File: config.mk
export PLATFORM = sky130hd
export DESIGN_NAME = branch_predictor_flat
export DESIGN_NICKNAME = d
export VERILOG_FILES = /design/src/rtl/branch_predictor_if.sv /design/src/rtl/branch_predictor.sv /design/src/flat_wrapper.sv
export SDC_FILE = /design/constraint.sdc
export NUM_CORES = 1
export LEC_CHECK = 0
export CAP_MARGIN = 10
export CORE_ASPECT_RATIO = 0.8
export CORE_MARGIN = 2
export CORE_UTILIZATION = 55
export DETAILED_ROUTE_END_ITERATION = 7
export PLACE_DENSITY = 0.73
export SLEW_MARGIN = 20
export SYNTH_ARGS = -nofsm -noshare
export SYNTH_HDL_FRONTEND = slang
export SYNTH_SLANG_ARGS = --single-unit
File: constraint.sdc
create_clock -name clk_i -period 6.9 [get_ports clk_i]
set_input_delay 1.725 -clock clk_i [delete_from_list [all_inputs] [get_ports clk_i]]
set_output_delay 1.725 -clock clk_i [all_outputs]
set_load 0.02 [all_outputs]
File: src/rtl/branch_predictor_if.sv
// Fetch/decode connection to the branch target buffer: lookup request and
// prediction, resolved-branch update, misprediction flag and perf counters.
interface branch_predictor_if #(
  parameter int ADDR_W = 32,
  parameter int PERF_W = 16
);
  logic [ADDR_W-1:0] lookup_pc_i;
  logic              pred_hit_o;
  logic              pred_taken_o;
  logic [ADDR_W-1:0] pred_target_o;
  logic              upd_valid_i;
  logic [ADDR_W-1:0] upd_pc_i;
  logic              upd_is_jump_i;
  logic              upd_taken_i;
  logic [ADDR_W-1:0] upd_target_i;
  logic              upd_pred_taken_i;
  logic [ADDR_W-1:0] upd_pred_target_i;
  logic              mispred_o;
  logic [PERF_W-1:0] upd_count_o;
  logic [PERF_W-1:0] mispred_count_o;

  // pipeline side: issues lookups and updates, consumes predictions
  modport master (
    output lookup_pc_i, upd_valid_i, upd_pc_i, upd_is_jump_i, upd_taken_i,
           upd_target_i, upd_pred_taken_i, upd_pred_target_i,
    input  pred_hit_o, pred_taken_o, pred_target_o, mispred_o,
           upd_count_o, mispred_count_o
  );

  // predictor side
  modport slave (
    input  lookup_pc_i, upd_valid_i, upd_pc_i, upd_is_jump_i, upd_taken_i,
           upd_target_i, upd_pred_taken_i, upd_pred_target_i,
    output pred_hit_o, pred_taken_o, pred_target_o, mispred_o,
           upd_count_o, mispred_count_o
  );
endinterface

File: src/rtl/branch_predictor.sv
// Direct-mapped branch target buffer with 2-bit saturating direction counters.
// Lookup is combinational from the current table; updates land at the clock
// edge, so a same-cycle lookup of the entry being updated sees old contents.
module branch_predictor #(
  parameter int ADDR_W = 32,
  parameter int IDX_W  = 4,
  parameter int PERF_W = 16
) (
  input logic              clk_i,
  input logic              rst_i,
  branch_predictor_if.slave bp
);
  localparam int ENTRIES = 1 << IDX_W;
  localparam int TAG_W   = ADDR_W - IDX_W - 2;

  logic              valid_r  [ENTRIES];
  logic [TAG_W-1:0]  tag_r    [ENTRIES];
  logic [ADDR_W-1:0] target_r [ENTRIES];
  logic              jump_r   [ENTRIES];
  logic [1:0]        cnt_r    [ENTRIES];

  logic              mispred_r;
  logic [PERF_W-1:0] upd_count_r;
  logic [PERF_W-1:0] mis_count_r;

  logic [IDX_W-1:0]  lk_idx_s;
  logic [TAG_W-1:0]  lk_tag_s;
  logic              lk_hit_s;
  logic              lk_taken_s;
  logic [ADDR_W-1:0] lk_target_s;

  logic [IDX_W-1:0]  up_idx_s;
  logic [TAG_W-1:0]  up_tag_s;
  logic              up_hit_s;
  logic [1:0]        cnt_next_s;
  logic              mispred_s;

  // instruction alignment bits never take part in index or tag
  logic unused_pc_bits_s;
  assign unused_pc_bits_s = ^{bp.lookup_pc_i[1:0], bp.upd_pc_i[1:0]};

  // fetch-side lookup: hit, direction and next-PC guess from current table
  always_comb begin
    lk_idx_s   = bp.lookup_pc_i[IDX_W+1:2];
    lk_tag_s   = bp.lookup_pc_i[ADDR_W-1:IDX_W+2];
    lk_hit_s   = valid_r[lk_idx_s] && (tag_r[lk_idx_s] == lk_tag_s);
    lk_taken_s = lk_hit_s && (jump_r[lk_idx_s] || cnt_r[lk_idx_s][1]);
    if (lk_taken_s) begin
      lk_target_s = target_r[lk_idx_s];
    end else begin
      lk_target_s = bp.lookup_pc_i + ADDR_W'(4);
    end
  end

  assign bp.pred_hit_o    = lk_hit_s;
  assign bp.pred_taken_o  = lk_taken_s;
  assign bp.pred_target_o = lk_target_s;

  // update-side decode: entry match, next counter value, misprediction
  always_comb begin
    up_idx_s = bp.upd_pc_i[IDX_W+1:2];
    up_tag_s = bp.upd_pc_i[ADDR_W-1:IDX_W+2];
    up_hit_s = valid_r[up_idx_s] && (tag_r[up_idx_s] == up_tag_s);
    if (bp.upd_taken_i) begin
      if (cnt_r[up_idx_s] == 2'b11) begin
        cnt_next_s = 2'b11;
      end else begin
        cnt_next_s = cnt_r[up_idx_s] + 2'b01;
      end
    end else begin
      if (cnt_r[up_idx_s] == 2'b00) begin
        cnt_next_s = 2'b00;
      end else begin
        cnt_next_s = cnt_r[up_idx_s] - 2'b01;
      end
    end
    mispred_s = (bp.upd_pred_taken_i != bp.upd_taken_i) ||
                (bp.upd_pred_taken_i && bp.upd_taken_i &&
                 (bp.upd_pred_target_i != bp.upd_target_i));
  end

  // table write: train on hit, allocate on taken miss, clear state on reset
  always_ff @(posedge clk_i) begin
    if (rst_i) begin
      for (int i = 0; i < ENTRIES; i++) begin
        valid_r[i] <= 1'b0;
        jump_r[i]  <= 1'b0;
        cnt_r[i]   <= 2'b00;
      end
    end else if (bp.upd_valid_i) begin
      if (up_hit_s) begin
        cnt_r[up_idx_s]  <= cnt_next_s;
        jump_r[up_idx_s] <= bp.upd_is_jump_i;
        if (bp.upd_taken_i) begin
          target_r[up_idx_s] <= bp.upd_target_i;
        end
      end else if (bp.upd_taken_i) begin
        valid_r[up_idx_s]  <= 1'b1;
        tag_r[up_idx_s]    <= up_tag_s;
        target_r[up_idx_s] <= bp.upd_target_i;
        jump_r[up_idx_s]   <= bp.upd_is_jump_i;
        cnt_r[up_idx_s]    <= 2'b10;
      end
    end
  end

  // misprediction pulse and saturating performance counters
  always_ff @(posedge clk_i) begin
    if (rst_i) begin
      mispred_r   <= 1'b0;
      upd_count_r <= {PERF_W{1'b0}};
      mis_count_r <= {PERF_W{1'b0}};
    end else begin
      mispred_r <= bp.upd_valid_i && mispred_s;
      if (bp.upd_valid_i && (upd_count_r != {PERF_W{1'b1}})) begin
        upd_count_r <= upd_count_r + PERF_W'(1);
      end
      if (bp.upd_valid_i && mispred_s && (mis_count_r != {PERF_W{1'b1}})) begin
        mis_count_r <= mis_count_r + PERF_W'(1);
      end
    end
  end

  assign bp.mispred_o       = mispred_r;
  assign bp.upd_count_o     = upd_count_r;
  assign bp.mispred_count_o = mis_count_r;
endmodule

File: src/flat_wrapper.sv
// flat-port wrapper written by rule: the top's interface ports become plain ports
module branch_predictor_flat 
#(
  parameter int ADDR_W = 32,
  parameter int IDX_W  = 4,
  parameter int PERF_W = 16
)
  (clk_i, rst_i, bp_lookup_pc_i, bp_upd_valid_i, bp_upd_pc_i, bp_upd_is_jump_i, bp_upd_taken_i, bp_upd_target_i, bp_upd_pred_taken_i, bp_upd_pred_target_i, bp_pred_hit_o, bp_pred_taken_o, bp_pred_target_o, bp_mispred_o, bp_upd_count_o, bp_mispred_count_o);
  branch_predictor_if #(.ADDR_W(ADDR_W), .PERF_W(PERF_W)) bp_i ();
  input logic clk_i;
  input logic rst_i;
  input wire logic [$bits(bp_i.lookup_pc_i)-1:0] bp_lookup_pc_i;
  input wire logic [$bits(bp_i.upd_valid_i)-1:0] bp_upd_valid_i;
  input wire logic [$bits(bp_i.upd_pc_i)-1:0] bp_upd_pc_i;
  input wire logic [$bits(bp_i.upd_is_jump_i)-1:0] bp_upd_is_jump_i;
  input wire logic [$bits(bp_i.upd_taken_i)-1:0] bp_upd_taken_i;
  input wire logic [$bits(bp_i.upd_target_i)-1:0] bp_upd_target_i;
  input wire logic [$bits(bp_i.upd_pred_taken_i)-1:0] bp_upd_pred_taken_i;
  input wire logic [$bits(bp_i.upd_pred_target_i)-1:0] bp_upd_pred_target_i;
  output wire logic [$bits(bp_i.pred_hit_o)-1:0] bp_pred_hit_o;
  output wire logic [$bits(bp_i.pred_taken_o)-1:0] bp_pred_taken_o;
  output wire logic [$bits(bp_i.pred_target_o)-1:0] bp_pred_target_o;
  output wire logic [$bits(bp_i.mispred_o)-1:0] bp_mispred_o;
  output wire logic [$bits(bp_i.upd_count_o)-1:0] bp_upd_count_o;
  output wire logic [$bits(bp_i.mispred_count_o)-1:0] bp_mispred_count_o;
  assign bp_i.lookup_pc_i = bp_lookup_pc_i;
  assign bp_i.upd_valid_i = bp_upd_valid_i;
  assign bp_i.upd_pc_i = bp_upd_pc_i;
  assign bp_i.upd_is_jump_i = bp_upd_is_jump_i;
  assign bp_i.upd_taken_i = bp_upd_taken_i;
  assign bp_i.upd_target_i = bp_upd_target_i;
  assign bp_i.upd_pred_taken_i = bp_upd_pred_taken_i;
  assign bp_i.upd_pred_target_i = bp_upd_pred_target_i;
  assign bp_pred_hit_o = bp_i.pred_hit_o;
  assign bp_pred_taken_o = bp_i.pred_taken_o;
  assign bp_pred_target_o = bp_i.pred_target_o;
  assign bp_mispred_o = bp_i.mispred_o;
  assign bp_upd_count_o = bp_i.upd_count_o;
  assign bp_mispred_count_o = bp_i.mispred_count_o;
  branch_predictor #(.ADDR_W(ADDR_W), .IDX_W(IDX_W), .PERF_W(PERF_W)) u_core (.clk_i(clk_i), .rst_i(rst_i), .bp(bp_i));
endmodule
==> metrics, run 1 <==
run status completed; worst setup path category in -> out; Reg2Reg Depth 9; DIE WIDTH 324.8 um; placed cells 3808; post-synthesis sequential area ratio 66.89%; area grow syn2layout 17.67%; total area of sequential cells 30290 um^2; Post-Route WL 126.4 mm; final RePlAce weighted congestion 0.9338; fmax 0.1450 GHz; overall routing resource usage 29.84%; multi-input combinational cell area 14480 um^2; Reg2Reg Capture Point u_core.jump_r[6]; crit share post-route 99.92%; # Max-Cap Violations 0; count of pins over their slew limit 0; fraction of registers with async set/reset 0%; initial antenna violation count 9; Core Area 81860 um^2; Worst-Skew Late Latency 680 ps; net count after synthesis 2590; most common flop cell mapped by yosys edfxtp_1; number of global-route vias before repair 26.44k; first-pass GRT wire length 181.8 mm; I/O Buffers 198; Post-CTS Hold Buffers 0; Post-synth EDFFs 976; #FFs+latches synth 1025; Reg clk slew, reported paths 70 ps; HPWL after DPL 78.36 mm; Setup Skew 36.27 ps; Slew HR 27.87%; Crit. End Element primary output; Mapped Area 45280 um^2; RR Startpoint u_core.tag_r[4][16]; Rows 94; flop2flop setup slack 2930 ps; startpoint types input port; Starting Density 55.32%; DRT Pass-1 Iters 6; Die ar. 84650 um^2; TNS Setup 0 ps; die span in y 260.6 um; Hold Slack 486.8 ps; global route overflow 0; DR DRC count 0; Sink Count 1025; H-tree lvl count 3; # setup viols final 0; num ports 201; CP endpoint bp_pred_target_o[17]; Net count, final 2949; LEAKAGE 17.28 nW; root buf cell clkbuf_16; Post-DRT Antenna Nets 0; CTS tree yes; Peak VDD IR 219.4 uV; final cell count without fillers 3994; number of DRC markers in iteration 0 3974; measured slew at the worst slew-check pin 1082 ps; Avg Inst Size Synth 18.47 um^2; Netlist cell types 70; Hold Vio Cnt, Final 0; crit path max fanout 15; cells after synthesis 2452; pin count of the biggest net entering global routing 69; Worst Hold Depth 1; Clock Path Buffers 3; layout cells sized above 1 29.28%; CP Launch Point bp_lookup_pc_i[3]; Routed WL per cell 31.65 um; routed vias 26.76k; Yosys warnings 0; worst min path class reg -> reg; vias per std cell 6.700; Fill cells 5517; CP arrival 5170 ps; Power Density 251.2 nW/um^2; Worst EP required 5180 ps; RSZ-0062 raised after global routing yes; post-layout min period 6895 ps; Num CTS Buffers 98
==> routing by layer <==
layer / GRT usage (%) / share of wire (%) / up-vias / routed length [um]
met5: 0 / 0.066 / - / 83
met4: 6.687 / 2.1 / 12 / 2643
met3: 9.334 / 14 / 220 / 17370
met2: 43.67 / 45 / 1828 / 56360
met1: 44.43 / 40 / 13930 / 49950
li1: - / - / 10771 / -
==> cells in the mapped netlist, drive strengths merged (21+ instances only) <==
| library cell | instances | area [um^2] |
|---|---|---|
| mux2 | 53 | 596.8 |
| xor2 | 61 | 534.3 |
| a21oi | 28 | 140.1 |
| nor2 | 134 | 503.0 |
| o21ai | 35 | 175.2 |
| nand3 | 56 | 280.3 |
| mux2i | 109 | 1095 |
| clkbuf | 54 | 202.7 |
| nand4 | 21 | 131.4 |
| xnor2 | 97 | 849.6 |
| buf | 98 | 604.3 |
| mux4 | 343 | 7744 |
| nand2 | 93 | 349.1 |
| edfxtp | 976 | 29310 |
| nor3 | 23 | 115.1 |
| dfxtp | 49 | 980.9 |
==> logic make-up after synthesis <==
logic type                 Yosys count  share of synthesized area (%)
DFF                               1025                          66.89
AOI/OAI and AO/OA                  177                          2.788
muxes                              505                          20.84
adders and majority gates            6                         0.1547
xor gates and xnor gates           158                          3.056
and+or+nand+nor                    416                          4.382
buffers and inverters              165                          1.890
==> final cells by class <==
type / instances / area share, %
Clock buffer: 129 / 5.131
Tap cell: 1104 / 2.592
Antenna cell: 1 / 0.004696
Multi-Input combinational cell: 1262 / 27.18
Timing Repair Buffer: 411 / 7.244
Clock inverter: 49 / 0.9064
Inverter: 13 / 0.09393
Sequential cell: 1025 / 56.84
==> metrics by stage <==
stage	util (%)	power [W]	setup slack [ps]	instance area, um^2
after floorplan	-	0.007627	375.8	45280
after CTS	65.10	0.01341	-19.80	53290
after global placement	61.04	0.008112	-420.7	49970
after detailed placement	61.04	0.008136	-468.1	49970
final	65.09	0.01338	5.247	53280
after global routing	65.09	0.01372	-71.21	53280
==> report_power, final <==
group / internal [W] / total, W / switching [W]
clock network: 0.00303 / 0.00535 / 0.00232
registers: 0.00686 / 0.00689 / 0.0000234
logic: 0.000499 / 0.00115 / 0.000649
total: 0.0104 / 0.0134 / 0.00299
==> sequential cells by signal, summed over array words and instances, names as in the netlist <==
signal / flops
u_core.target_r: 512
u_core.cnt_r: 32
u_core.valid_r: 16
u_core.bp.mispred_o: 1
u_core.bp.mispred_count_o: 16
u_core.jump_r: 16
u_core.tag_r: 416
u_core.bp.upd_count_o: 16
==> worst min-delay path by stage <==
stage,start,end,slack (ps)
after floorplan,u_core.valid_r[14],u_core.valid_r[14],440
after CTS,u_core.valid_r[4],u_core.valid_r[4],490
after global routing,u_core.valid_r[10],u_core.valid_r[10],510
after detailed placement,u_core.valid_r[5],u_core.valid_r[5],470
final,u_core.valid_r[4],u_core.valid_r[4],490
after global placement,u_core.valid_r[13],u_core.valid_r[13],460
==> timing repair <==
action,CTS,global route
setup buffers,1,5
resized for setup,83,64
endpoints found under the setup margin,34,33
gates cloned,0,1
pin swaps,2,3
==> worst max-delay path: stages <==
cell and delay (ps):
buf_12 140, buf_4 130, mux4_2 490, mux2i_2 210, a21oi_1 130, xor2_1 160
or4_4 600, nor4_4 310, and4bb_2 340, buf_4 150, buf_12 140, mux2_2 340
clkdlybuf4s15_1 290
==> layout by cell type, fill, tap and decap left out, drive strengths merged, types with 23 or more instances in the layout <==
cell type,instances
edfxtp,976
mux4,343
buf,230
clkdlybuf4s50,157
clkbuf,152
nor2,134
mux2i,109
xnor2,97
nand2,93
xor2,61
nand3,56
mux2,53
dfxtp,49
clkinv,37
o21ai,35
a21oi,28
nor3,23
No activity file was read; power rests on OpenSTA's default activity.
==> run 2, diff against run 1 <==
ABC_CLOCK_PERIOD_IN_PS = 6900   (was not set)
GPL_ROUTABILITY_DRIVEN = 0   (was not set)
HOLD_SLACK_MARGIN = 0.15   (was not set)
==> results of run 2 <==
Same layout as run 1: the final DEF is identical, and so are final timing and power.
